===== src/rtl/game_seq_ctrl_if.sv =====
// game_seq_ctrl_if: sequencer signals; master = sequencer (vsync/btn_start/win/lose in; blk_reload/coll_clr/ball_hold/frame_en/lives/game_state out), slave = surroundings
interface game_seq_ctrl_if;
  logic vsync;
  logic btn_start;
  logic win;
  logic lose;
  logic blk_reload;
  logic coll_clr;
  logic ball_hold;
  logic frame_en;
  logic [1:0] lives;
  logic [2:0] game_state;
  modport master(
    input vsync, btn_start, win, lose,
    output blk_reload, coll_clr, ball_hold, frame_en, lives, game_state
  );
  modport slave(
    output vsync, btn_start, win, lose,
    input blk_reload, coll_clr, ball_hold, frame_en, lives, game_state
  );
endinterface


===== src/rtl/game_seq_ctrl.sv =====
// game_seq_ctrl: breakout start/serve/play/miss/end sequencer; ports pxl_clk, reset_n (sync, active-low), bus (game_seq_ctrl_if.master)
module game_seq_ctrl #(
  parameter int LIVES = 3,
  parameter int SERVE_FRAMES = 60,
  parameter int END_FRAMES = 180
) (
  input logic pxl_clk,
  input logic reset_n,
  game_seq_ctrl_if.master bus
);
  typedef enum logic [2:0] {
    IDLE  = 3'd0,
    SERVE = 3'd1,
    PLAY  = 3'd2,
    MISS  = 3'd3,
    WON   = 3'd4,
    OVER  = 3'd5
  } state_t;
  localparam logic [7:0] SERVE_LAST = 8'(SERVE_FRAMES - 1);
  localparam logic [7:0] END_LAST = 8'(END_FRAMES - 1);
  localparam logic [1:0] LIVES_INIT = 2'(LIVES);
  state_t state, nxt;
  logic [7:0] frm_cnt;
  logic [1:0] lives, lives_nxt;
  logic vsync_d, btn_d, armed, tick, press, reload_nxt, clr_nxt;
  logic blk_reload, coll_clr, frame_en, ball_hold;
  assign tick = bus.vsync & ~vsync_d;
  assign press = bus.btn_start & ~btn_d & armed;
  always_comb begin
    nxt = state;
    lives_nxt = lives;
    reload_nxt = 1'b0;
    clr_nxt = 1'b0;
    case (state)
      IDLE, WON, OVER:
        if (press) begin
          nxt = SERVE;
          reload_nxt = 1'b1;
          clr_nxt = 1'b1;
          lives_nxt = LIVES_INIT;
        end else if (state != IDLE && tick && frm_cnt == END_LAST) nxt = IDLE;
      SERVE: if (tick && frm_cnt == SERVE_LAST) nxt = PLAY;
      PLAY:
        if (bus.win) begin
          nxt = WON;
          clr_nxt = 1'b1;
        end else if (bus.lose) begin
          nxt = (lives > 2'd1) ? MISS : OVER;
          lives_nxt = lives - 2'd1;
          clr_nxt = 1'b1;
        end
      MISS: if (tick && !bus.lose) nxt = SERVE;
      default: nxt = IDLE;
    endcase
  end
  always_ff @(posedge pxl_clk) begin
    if (!reset_n) begin
      state <= IDLE;
      lives <= LIVES_INIT;
      frm_cnt <= '0;
      vsync_d <= 1'b0;
      btn_d <= 1'b0;
      armed <= ~bus.btn_start;
      blk_reload <= 1'b0;
      coll_clr <= 1'b0;
      frame_en <= 1'b0;
      ball_hold <= 1'b1;
    end else begin
      state <= nxt;
      lives <= lives_nxt;
      frm_cnt <= (nxt != state) ? 8'd0 : frm_cnt + {7'd0, tick};
      vsync_d <= bus.vsync;
      btn_d <= bus.btn_start;
      armed <= armed | ~bus.btn_start;
      blk_reload <= reload_nxt;
      coll_clr <= clr_nxt;
      frame_en <= tick && state == PLAY && nxt == PLAY;
      ball_hold <= nxt != PLAY;
    end
  end
  assign bus.game_state = state;
  assign bus.lives = lives;
  assign bus.blk_reload = blk_reload;
  assign bus.coll_clr = coll_clr;
  assign bus.frame_en = frame_en;
  assign bus.ball_hold = ball_hold;
endmodule


===== src/flat_wrapper.sv =====
// flat-port wrapper written by rule: the top's interface ports become plain ports
module game_seq_ctrl_flat 
#(
  parameter int LIVES = 3,
  parameter int SERVE_FRAMES = 60,
  parameter int END_FRAMES = 180
)
  (pxl_clk, reset_n, bus_vsync, bus_btn_start, bus_win, bus_lose, bus_blk_reload, bus_coll_clr, bus_ball_hold, bus_frame_en, bus_lives, bus_game_state);
  game_seq_ctrl_if bus_i ();
  input logic pxl_clk;
  input logic reset_n;
  input wire logic [$bits(bus_i.vsync)-1:0] bus_vsync;
  input wire logic [$bits(bus_i.btn_start)-1:0] bus_btn_start;
  input wire logic [$bits(bus_i.win)-1:0] bus_win;
  input wire logic [$bits(bus_i.lose)-1:0] bus_lose;
  output wire logic [$bits(bus_i.blk_reload)-1:0] bus_blk_reload;
  output wire logic [$bits(bus_i.coll_clr)-1:0] bus_coll_clr;
  output wire logic [$bits(bus_i.ball_hold)-1:0] bus_ball_hold;
  output wire logic [$bits(bus_i.frame_en)-1:0] bus_frame_en;
  output wire logic [$bits(bus_i.lives)-1:0] bus_lives;
  output wire logic [$bits(bus_i.game_state)-1:0] bus_game_state;
  assign bus_i.vsync = bus_vsync;
  assign bus_i.btn_start = bus_btn_start;
  assign bus_i.win = bus_win;
  assign bus_i.lose = bus_lose;
  assign bus_blk_reload = bus_i.blk_reload;
  assign bus_coll_clr = bus_i.coll_clr;
  assign bus_ball_hold = bus_i.ball_hold;
  assign bus_frame_en = bus_i.frame_en;
  assign bus_lives = bus_i.lives;
  assign bus_game_state = bus_i.game_state;
  game_seq_ctrl #(.LIVES(LIVES), .SERVE_FRAMES(SERVE_FRAMES), .END_FRAMES(END_FRAMES)) u_core (.pxl_clk(pxl_clk), .reset_n(reset_n), .bus(bus_i));
endmodule

===== config.mk =====
export PLATFORM = sky130hd
export DESIGN_NAME = game_seq_ctrl_flat
export DESIGN_NICKNAME = d
export VERILOG_FILES = /design/src/rtl/game_seq_ctrl_if.sv /design/src/rtl/game_seq_ctrl.sv /design/src/flat_wrapper.sv
export SDC_FILE = /design/constraint.sdc
export NUM_CORES = 1
export LEC_CHECK = 0
export CORE_ASPECT_RATIO = 0.9
export CORE_MARGIN = 2
export CORE_UTILIZATION = 35
export DETAILED_ROUTE_END_ITERATION = 10
export GPL_TIMING_DRIVEN = 0
export PLACE_DENSITY = 0.56
export REMOVE_ABC_BUFFERS = 1
export SYNTH_ARGS = -nofsm -noshare
export SYNTH_HDL_FRONTEND = slang
export SYNTH_SLANG_ARGS = --single-unit

===== constraint.sdc =====
create_clock -name pxl_clk -period 4 [get_ports pxl_clk]
set_clock_uncertainty 0.2 [all_clocks]
set_input_delay 0.8 -clock pxl_clk [delete_from_list [all_inputs] [get_ports pxl_clk]]
set_output_delay 0.8 -clock pxl_clk [all_outputs]
set_load 0.05 [all_outputs]

==> results.md <==
- Post-synthesis cell area: 942.2 µm²
- # rows: 17
- Vias in the first global route: 651
- Largest family of logic cells by synthesized area: simple AND/OR/NAND/NOR gates
- Critical path depth in cells: 1
- Library cells used by synthesis: 34
- Routed WL: 1793 µm
- Unrepaired setup endpoints after global routing: false
- # IOs: 15
- Hold_ws: 0.2485 ns
- PwrDens: 298.8 mW/mm²
- DR DRC count: 1
- CTS tree: done
- Adder-cell area share of the yosys netlist: 3.984%
- Initial antenna violation count: 0
- Number of synthesized register bits: 20
- Routed wire per std cell: 11.95 µm
- Buffers & Inverters on Critical Path: 1
- Most frequent cell after synthesis: dfxtp_1
- CTS sink count: 20
- VDD IR max: 177.3 µV
- CP delay by family, top: buffers and inverters
- Failing checks: DRC
- Asr flop ratio synth: 0%
- Final setup TNS: 0 ns
- Crit-path slowest cell: clkdlybuf4s50_1
- Grt total ovfl: 0
- Hold_sp: u_core.armed
- Setup Crit Path Kind: reg2out
- Placed wire-length estimate: 1372 µm
- # setup viols final: 0
- Reg2reg setup slack: 2.04 ns
- CP Max Fanout: 8
- Hold Path Class: reg2reg
- Reg2reg end: u_core.frm_cnt[5]
- Ratio of cells with drive above 1 in the final layout: 6.557%
- Vert. Die Dim: 53.22 µm
- Final Hold Vio Count: 0
- Share of the synthesized area in the top cell type: 42.50%
- Clock tree buffer depth: 2
- Cells on worst reg2reg path: 7
- Pins over their slew limit: 0
- Post-synthesis mux area share: 1.062%
- Via count: 761
- CTS root buf: clkbuf_4
- Antenna-violating nets left: 0
- Clk slew on worst S/H paths: 0.10 ns
- Top FF cell, synth: dfxtp_1
- Post-Syn Area per Cell: 8.973 µm²
- Post-route cell area: 0.001140 mm²
- # H-tree levels: 1
- Drt pass-1 iters: 7
- Slew @ Worst Pin: 0.4952 ns
- Leakage: 0.4421 nW
- FMAX: 381.4 MHz
- Leading area contributor after synthesis: dfxtp_1
- Skew-Pair Late Insertion Delay: 0.29 ns
- Clk pwr share: 26.8%
- Minimum clock period: 2.622 ns
- Synth warnings: 0
- Grt met2 use: 19.66%
- Top cells by count, synth: dfxtp_1 (20), nor2_1 (16), nand2_1 (12)
- Largest net degree at the start of global routing: 11
- Nets: 133
- Setup bufs post-CTS: 0
- Port bufs: 14
- Synth Instances: 105
- Layout Area Growth over Synthesis: 20.98%
- Critical path cell sequence: clkdlybuf4s50_1
- Top post-synthesis cells by area: dfxtp_1 (42%), nor2_1 (6.4%), nand2_1 (4.8%)
- Fin crit share: 65.55%
- Starting density of the core: 37.54%
- Top Usage Layer GRT: met2
- Post-synthesis xor/xnor area fraction: 6.507%
- Min-Delay Path Depth: 2
- Switch Pwr: 0.00008492 W
- Total GRT Usage: 13.27%
- Register area share after synthesis: 42.50%
- CP Data Arrival Time: 1.62 ns
- Cell Area, Placed: 0.001117 mm²
- Max-slew headroom: 66.88%
- Reg2reg start: u_core.bus.lives[1]
- CTS buffer count: 3
- Met3 usage: 5.134%
- Comb pwr share: 12.1%
- Via density: 5.073
- Critical Path Source Type: register
- ANT cells: 0
- First-pass GRT wire length: 3042 µm
- Compound-gate portion of the synthesized area: 11.69%
- Status: complete, but fails checks
- Seq pwr share: 61.0%
- Die Wd: 58.69 µm
- Internal power: 0.0002557 W
- Gpl congestion: 0.7971
- GR Util met1: 17.53%
- Core ar.: 0.002510 mm²
- Die area: 0.003123 mm²
- Worst Setup End Kind: output port
- Iter 0 DRT Violations: 21
- Required time worst endpoint: 3.00 ns
- Total power: 0.0003406 W
- Cts repair resizes: 0
- Hold Buf Count CTS: 0
- Hold Path End: u_core.armed
- Count of flip-flops with a built-in enable after synthesis: 0
- CP max stage delay: 0.85 ns
- Max_cap viols: 0
- Synth Area in Simple Gates: 31.47%
- Switching share of total power: 24.93%
-- stage by stage --
step | setup slack [ns] | std cells | util [%]
detailed placement | 1.294 | 147 | 44.52
CTS | 1.367 | 150 | 45.41
global route | 1.298 | 150 | 45.41
global placement | 1.305 | 147 | 44.52
floorplan | 1.842 | 105 | -
finish | 1.378 | 150 | 45.41
-- final cells by class --
type                    count  area [µm²]
inverters                   7       26.28
flip-flops and latches     20       400.4
multi-input cells          78       515.5
fillers                   247        1370
well taps                  28       35.03
repair buffers             14       140.1
clock buffers               3       22.52
-- cells in the final DEF, fill, tap and decap left out, types with 2 or more instances in the layout --
master,n
dfxtp_1,20
nor2_1,16
clkdlybuf4s50_1,14
nand2_1,12
inv_1,7
nand3_1,7
xor2_1,4
nand2b_1,3
a21oi_1,3
xnor2_1,3
ha_1,3
clkbuf_4,3
nor2b_1,2
and2_1,2
nand3b_1,2
-- flip-flops by register name, summed over array words and instances, names as in the netlist --
name	cells
u_core.bus.blk_reload	1
u_core.btn_d	1
u_core.vsync_d	1
u_core.bus.lives	2
u_core.bus.game_state	3
u_core.armed	1
u_core.bus.frame_en	1
u_core.bus.coll_clr	1
u_core.bus.ball_hold	1
u_core.frm_cnt	8
-- worst max-delay path by stage --
stage | startpoint | slack [ns] | endpoint
6_report | u_core.bus.game_state[0] | 1.38 | bus_game_state[0]
2_1_floorplan | u_core.bus.lives[1] | 1.84 | u_core.frm_cnt[2]
3_5_place_dp | bus_btn_start | 1.29 | u_core.frm_cnt[4]
4_1_cts | u_core.bus.game_state[0] | 1.37 | bus_game_state[0]
5_1_grt | u_core.bus.game_state[2] | 1.30 | bus_game_state[2]
3_3_place_gp | bus_vsync | 1.31 | u_core.frm_cnt[4]
-- power by group through the flow --
stage / Clock (W) / Combinational [W] / Sequential, W
3_3_place_gp: 0 / 0.0000414 / 0.000212
6_report: 0.0000914 / 0.0000413 / 0.000208
5_1_grt: 0.000107 / 0.0000452 / 0.000208
2_1_floorplan: 0 / 0.0000199 / 0.000218
3_5_place_dp: 0 / 0.0000412 / 0.000212
4_1_cts: 0.0000990 / 0.0000414 / 0.000208
-- cell families after synthesis --
logic type	count (synthesis)
compound gates	14
xor+xnor	7
fa+ha+maj	3
buf+inv	7
flops	20
mux	1
simple gates	53
-- metal layers --
metal / wire length, µm / vias to the layer above
met5: 0 / -
met4: 14 / 0
met3: 69 / 2
met2: 773 / 14
met1: 935 / 346
li1: - / 399
No activity file was read; power rests on OpenSTA's default activity.
